$ cat src/rtl/ic0_axi_master_seq.sv
// ic0 register-bus initiator: turns single read/write commands into ic0 strobes,
// blocks on reads until a slave returns data or the wait counter times out.
module ic0_axi_master_seq #(
    parameter int unsigned NUM_SLV = 2,
    parameter int unsigned TIMEOUT = 16,
    parameter int unsigned TO_W    = 5
) (
    input  logic                   clk_i,
    input  logic                   rst_i,
    input  logic                   cmd_valid_i,
    output logic                   cmd_ready_o,
    input  logic                   cmd_we_i,
    input  logic [31:0]            cmd_addr_i,
    input  logic [31:0]            cmd_wdata_i,
    output logic                   rsp_valid_o,
    output logic [31:0]            rsp_data_o,
    output logic                   rsp_err_o,
    output logic                   ic0_c_axi_mst_wr_valid_o,
    output logic [31:0]            ic0_axi_mst_wr_addr_o,
    output logic [31:0]            ic0_axi_mst_wr_data_o,
    output logic                   ic0_c_axi_mst_rd_valid_o,
    output logic [31:0]            ic0_axi_mst_rd_addr_o,
    input  logic [NUM_SLV-1:0]     ic0_c_axi_slv_rd_ready_i,
    input  logic [32*NUM_SLV-1:0]  ic0_axi_slv_rd_data_i
);

    typedef enum logic [1:0] {StIdle, StWr, StRd, StWait} state_e;

    localparam logic [TO_W-1:0] ToLast = TO_W'(TIMEOUT - 1);

    state_e          state_q, state_d;
    logic [TO_W-1:0] cnt_q, cnt_d;
    logic            wr_valid_q, wr_valid_d;
    logic [31:0]     wr_addr_q, wr_addr_d;
    logic [31:0]     wr_data_q, wr_data_d;
    logic            rd_valid_q, rd_valid_d;
    logic [31:0]     rd_addr_q, rd_addr_d;
    logic            rsp_valid_q, rsp_valid_d;
    logic            rsp_err_q, rsp_err_d;
    logic [31:0]     rsp_data_q, rsp_data_d;
    logic [31:0]     rd_merged;
    logic            cmd_accept;

    assign cmd_ready_o = !rst_i && (state_q == StIdle || state_q == StWr);
    assign cmd_accept  = cmd_ready_o && cmd_valid_i;

    // Slaves that answer in the same cycle are OR-merged.
    always_comb begin
        rd_merged = '0;
        for (int unsigned i = 0; i < NUM_SLV; i++) begin
            if (ic0_c_axi_slv_rd_ready_i[i]) begin
                rd_merged = rd_merged | ic0_axi_slv_rd_data_i[32*i +: 32];
            end
        end
    end

    always_comb begin
        state_d     = state_q;
        cnt_d       = cnt_q;
        wr_valid_d  = 1'b0;
        wr_addr_d   = wr_addr_q;
        wr_data_d   = wr_data_q;
        rd_valid_d  = 1'b0;
        rd_addr_d   = rd_addr_q;
        rsp_valid_d = 1'b0;
        rsp_err_d   = rsp_err_q;
        rsp_data_d  = rsp_data_q;

        unique case (state_q)
            StIdle, StWr: begin
                if (cmd_accept && cmd_we_i) begin
                    state_d    = StWr;
                    wr_valid_d = 1'b1;
                    wr_addr_d  = cmd_addr_i;
                    wr_data_d  = cmd_wdata_i;
                end else if (cmd_accept) begin
                    state_d    = StRd;
                    rd_valid_d = 1'b1;
                    rd_addr_d  = cmd_addr_i;
                end else begin
                    state_d = StIdle;
                end
            end
            StRd: begin
                state_d = StWait;
                cnt_d   = '0;
            end
            StWait: begin
                if (|ic0_c_axi_slv_rd_ready_i) begin
                    state_d     = StIdle;
                    rsp_valid_d = 1'b1;
                    rsp_err_d   = 1'b0;
                    rsp_data_d  = rd_merged;
                    cnt_d       = '0;
                end else if (cnt_q >= ToLast) begin
                    // This cycle's increment reaches TIMEOUT.
                    state_d     = StIdle;
                    rsp_valid_d = 1'b1;
                    rsp_err_d   = 1'b1;
                    rsp_data_d  = '0;
                    cnt_d       = '0;
                end else begin
                    cnt_d = cnt_q + TO_W'(1);
                end
            end
            default: state_d = StIdle;
        endcase
    end

    always_ff @(posedge clk_i) begin
        if (rst_i) begin
            state_q     <= StIdle;
            cnt_q       <= '0;
            wr_valid_q  <= 1'b0;
            wr_addr_q   <= '0;
            wr_data_q   <= '0;
            rd_valid_q  <= 1'b0;
            rd_addr_q   <= '0;
            rsp_valid_q <= 1'b0;
            rsp_err_q   <= 1'b0;
            rsp_data_q  <= '0;
        end else begin
            state_q     <= state_d;
            cnt_q       <= cnt_d;
            wr_valid_q  <= wr_valid_d;
            wr_addr_q   <= wr_addr_d;
            wr_data_q   <= wr_data_d;
            rd_valid_q  <= rd_valid_d;
            rd_addr_q   <= rd_addr_d;
            rsp_valid_q <= rsp_valid_d;
            rsp_err_q   <= rsp_err_d;
            rsp_data_q  <= rsp_data_d;
        end
    end

    assign ic0_c_axi_mst_wr_valid_o = wr_valid_q;
    assign ic0_axi_mst_wr_addr_o    = wr_addr_q;
    assign ic0_axi_mst_wr_data_o    = wr_data_q;
    assign ic0_c_axi_mst_rd_valid_o = rd_valid_q;
    assign ic0_axi_mst_rd_addr_o    = rd_addr_q;
    assign rsp_valid_o              = rsp_valid_q;
    assign rsp_err_o                = rsp_err_q;
    assign rsp_data_o               = rsp_data_q;

endmodule

$ cat config.mk
export PLATFORM = sky130hd
export DESIGN_NAME = ic0_axi_master_seq
export DESIGN_NICKNAME = d
export VERILOG_FILES = /design/src/rtl/ic0_axi_master_seq.sv
export SDC_FILE = /design/constraint.sdc
export NUM_CORES = 1
export LEC_CHECK = 0
export BUFFER_PORTS_ARGS = -buffer_cell sky130_fd_sc_hd__clkbuf_2
export CORE_MARGIN = 2
export CORE_UTILIZATION = 45
export DETAILED_ROUTE_END_ITERATION = 8
export GPL_TIMING_DRIVEN = 1
export HOLD_SLACK_MARGIN = 0.08
export PLACE_DENSITY = 0.75
export SYNTH_ARGS = -nofsm -noshare
export SYNTH_HDL_FRONTEND = slang
export SYNTH_SLANG_ARGS = --single-unit
$ cat constraint.sdc
create_clock -name clk_i -period 3.2 [get_ports clk_i]
set_input_delay 0.64 -clock clk_i [delete_from_list [all_inputs] [get_ports clk_i]]
set_output_delay 0.64 -clock clk_i [all_outputs]
set_load 0.03 [all_outputs]
## After elaboration in Yosys (flattened, before gate mapping)

Cells that the tools add are included.

| word-level totals | value |
|---|---|
| bits in registers | 139 |
| input port bits | 134 |
| output and inout bits | 133 |
| logic and storage cells | 54 |

| operators by class | value |
|---|---|
| $add $sub $neg | 1 |
| magnitude comparators | 1 |
| equality and inequality tests | 4 |
| muxes and demuxes | 18 |
| bitwise logic cells | 4 |
| reduce and logical (&&, ||, !) cells | 16 |

Operator list:

| operator | number |
|---|---|
| two-way mux 32 bit | 4 |
| bitwise OR 32 bit | 1 |
| two-way mux 5 bit | 2 |
| case mux 5 bit (2 select lines) | 1 |
| two-way mux 2 bit | 4 |
| OR reduction 2 bit | 4 |
| two-way mux 1 bit | 6 |
| case mux 2 bit (3 select lines) | 1 |
| adder 5 x 1 -> 5 bit, second input constant | 1 |
| >= comparator 5 x 4 -> 1 bit, second input constant | 1 |
| == test 2 bit, second input constant | 2 |
| AND reduction 2 bit | 2 |
| nonzero test 2 bit | 2 |
| logical AND 1 bit | 3 |
| inequality test 3 bit, second input constant | 1 |
| NOT 1 bit | 3 |
| AND reduction 3 bit | 1 |
| OR reduction 3 bit | 1 |
| == test 2 x 1 -> 1 bit, second input constant | 1 |
| logical NOT 2 bit | 1 |
| logical NOT 1 bit | 1 |
| logical OR 1 bit | 1 |

## Logic depth before layout (Yosys ltp)

| logic depth | value |
|---|---|
| depth in word-level cells | 7 |
| mapped depth | 8 |
| gate-level depth less buffers | 6 |

## Worst setup path after synthesis

No wires, ideal clock.

| timing path | value |
|---|---|
| path type | reg2reg |
| start | reg cnt_q[0] |
| end | reg rsp_data_q[11], in the netlist rsp_data_o[11] |
| library setup time | 59 ps |
| data arrival time | 1962 ps |
| data required time | 3141 ps |
| slack | 1179 ps |
| cell stages (with the launch flop) | 9 |
| buffers on the path | 2 |
| period minus slack after synthesis | 2021 ps |
| cells stage by stage | dfxtp_1 -> ha_1 -> and3_1 -> ha_1 -> or4_1 -> buf_2 -> buf_6 -> o211ai_2 -> o211a_1 |

| between the ends | value |
|---|---|
| cells in the longest elaborated chain, start to end | 3 |

RTL lines:

| item | line | source |
|---|---|---|
| start: declaration | 32 | `logic [TO_W-1:0] cnt_q, cnt_d;` |
| start signal: assignment | 124 | `cnt_q <= cnt_d;` |
| >= comparator 5 x 4 -> 1 bit | 95 | `end else if (cnt_q >= ToLast) begin` |
| nonzero test 2 bit (no line) | n/a |  |
| AND reduction 2 bit (no line) | n/a |  |
| end signal: assignment | 132 | `rsp_data_q <= rsp_data_d;` |
| end: declaration | 40 | `logic [31:0] rsp_data_q, rsp_data_d;` |

Every way passes these cells.
A chain may end at the register's enable or synchronous reset.

## Worst setup path after layout

| timing path | value |
|---|---|
| start | reg cnt_q[0] |
| end | reg rsp_data_q[5], in the netlist rsp_data_o[5] |

Same word-level chain as after synthesis.

==> out/summary.txt <==
Cts hold-fix bufs -> 0
Reg2reg start -> cnt_q[0]
Clock root cell -> clkbuf_16
IO Pins -> 267
Clock slew at reported path FFs -> 0.06 ns
Crit path capture type -> flop
Final GP Congestion -> 0.767
Global-route wire length before repair -> 23000 um
Min Tclk post-route -> 2.44 ns
Post-synth EDFFs -> 0
Fin. max-slew vios -> 0
RSZ-0062 raised after global routing -> false
Count of maximum capacitance violations -> 0
Mapped Nets -> 763
Status -> complete, no violations
Global route total overflow -> 0
Die area -> 13200 um2
Top-area cell type share of the netlist area -> 50.3%
Layout Cells excl Fill -> 1021
Total negative slack -> 0 ns
Placed cells -> 989
Post-Syn Area -> 5530 um2
# nets final -> 997
DR iter-0 viols -> 365
Vias per cell -> 5.17
Leak -> 3.61 nW
Most instantiated cells after synthesis -> 199 x nand2_1, 139 x dfxtp_1, 99 x a21oi_1, 31 x a22oi_1, 31 x o211a_1
TritonCTS clock tree -> yes
PortBufs -> 266
Critical Path AT -> 2.73 ns
Routed WL per cell -> 14.7 um
Site row count -> 40
Post-DP HPWL -> 10200 um
Share of the yosys chip area belonging to registers -> 50.3%
Clk sinks -> 139
Critical path type -> flop to flop
Vias in the first global route -> 4768
Share of cells above drive strength 1 -> 39.6%
Syn Inst Count -> 627
FFs w/ async S/R, synth -> 0%
#FFs+latches synth -> 139
Drt total wl -> 15000 um
Worst rel slew slack -> 35.3%
Top_reg_cell synth -> dfxtp_1
Top achievable clock speed -> 410 MHz
Via count -> 5276
Die width -> 115 um
Count leader, synth -> nand2_1
Fillers -> 1059
Distinct cells, synth -> 34
Fin. Hold Viols -> 0
Drc violations -> 0
Final instance area -> 7430 um2
Ys Warns -> 0
Area after DPL -> 6830 um2
Initial core utilization -> 46.0%
Syn Area/Cell -> 8.82 um2
Worst-margin pin slew -> 0.971 ns
GRT Total Usage -> 21.8%
H-tree depth -> 4
Worst Skew -> 0.00722 ns
Largest cells by area after synthesis -> dfxtp_1 50%, nand2_1 14%, a21oi_1 9.0%
Hold Path Origin -> cmd_wdata_i[9]
Clock tree buffer depth -> 2
CP Launch Type -> flop
Power Density -> 561 nW/um2
Final setup vio count -> 0
Routed Antenna Nets -> 0
Worst-skew pair later-pin latency -> 0.41 ns
Largest net degree at the start of global routing -> 69
Cts repair resizes -> 0
Maximum vdd drop -> 0.398 mV
Worst hold path type -> primary input to flop
Antenna diodes -> 0
Worst Hold Margin -> 0.448 ns
Worst Path Required -> 3.50 ns
CP Max Fanout -> 21
Initial antenna violation count -> 0
Post-synth top area cell -> dfxtp_1
Core area -> 12000 um2
Drt pass-1 iters -> 4
Die Y -> 115 um
Syn-to-layout area delta -> 34.4%
Fin crit share -> 76.2%
Crit path launch -> cnt_q[0]
Num CTS Buffers -> 17
Post-CTS Setup Bufs -> 0
[state kept, by name, indices dropped and copies added, names as in the netlist]
register / cells
rsp_data_o: 32
ic0_c_axi_mst_wr_valid_o: 1
ic0_c_axi_mst_rd_valid_o: 1
rsp_valid_o: 1
cnt_q: 5
rsp_err_o: 1
state_q: 2
ic0_axi_mst_wr_data_o: 32
ic0_axi_mst_rd_addr_o: 32
ic0_axi_mst_wr_addr_o: 32
[placed cells by master (no fill, tap or decap), types with 2 or more instances in the layout]
master and n:
dfxtp_1 139, clkinv_2 5, nand4_1 2, clkbuf_16 17, clkbuf_8 4, inv_1 4, a21oi_1 98, a22oi_1 31
clkinvlp_4 2, o211ai_2 30, a31oi_1 3, o21ai_0 5, nand2_1 199, ha_1 2, o211a_1 31, clkbuf_2 265
bufinv_16 2, nor2_1 3, clkinv_4 3, buf_4 9, and3_1 2
[logic make-up after synthesis]
| kind of cell | Yosys count | synth area share (%) |
|---|---|---|
| compound gates | 203 | 27.0 |
| xor+xnor | 1 | 0.158 |
| mux | 1 | 0.181 |
| buf+inv | 66 | 6.25 |
| flops | 139 | 50.3 |
| fa+ha+maj | 2 | 0.453 |
| simple gates | 215 | 15.6 |
[area by class of cell]
cell class / count / area [um2] / area share, %
sequential: 139 / 2780 / 37.5
multi-input combinational: 422 / 2420 / 32.6
timing repair buffer: 275 / 1410 / 19.0
clock buffer: 21 / 480 / 6.47
tap: 147 / 184 / 2.48
clock inverter: 11 / 118 / 1.58
inverter: 6 / 27.5 / 0.370
[metal layers]
layer / GRT usage, % / up-vias / part of all wire (%)
li1: - / 2641 / -
met1: 26.5 / 2388 / 43
met2: 35.2 / 217 / 46
met3: 8.01 / 30 / 8.3
met4: 9.00 / 0 / 2.4
met5: 0 / - / 0
[per-stage QoR]
stage | utilization, % | setup slack (ns) | power (mW)
6_report | 61.9 | 0.761 | 4.17
5_1_grt | 61.9 | 0.613 | 4.32
3_5_place_dp | 56.9 | 0.778 | 2.26
3_3_place_gp | 56.9 | 0.846 | 2.25
2_1_floorplan | - | 1.18 | 2.09
4_1_cts | 61.9 | 0.768 | 4.21
[power breakdown]
part           leakage (nW)  switching, mW  internal (mW)
combinational          2.19          0.272          0.146
sequential             1.13         0.0254           1.78
clock                 0.295          0.720           1.22
[worst max-delay path, stage by stage, from the launching register on]
cell and delay [ns]:
dfxtp_1 0.35, ha_1 0.23, and3_1 0.18, ha_1 0.21, nor4_2 0.50, a21oi_2 0.36
buf_4 0.29, o211a_1 0.21
[worst paths after layout]
kind | to | slack (ns) | depth (start not counted)
setup reg to reg | rsp_data_o[5] | 0.76 | 7
hold / removal | ic0_axi_mst_wr_data_o[9] | 0.45 | 3
hold reg to reg | ic0_axi_mst_wr_addr_o[5] | 0.45 | 2
setup / recovery | rsp_data_o[5] | 0.76 | 7
Power figures use the tool's default switching activity.
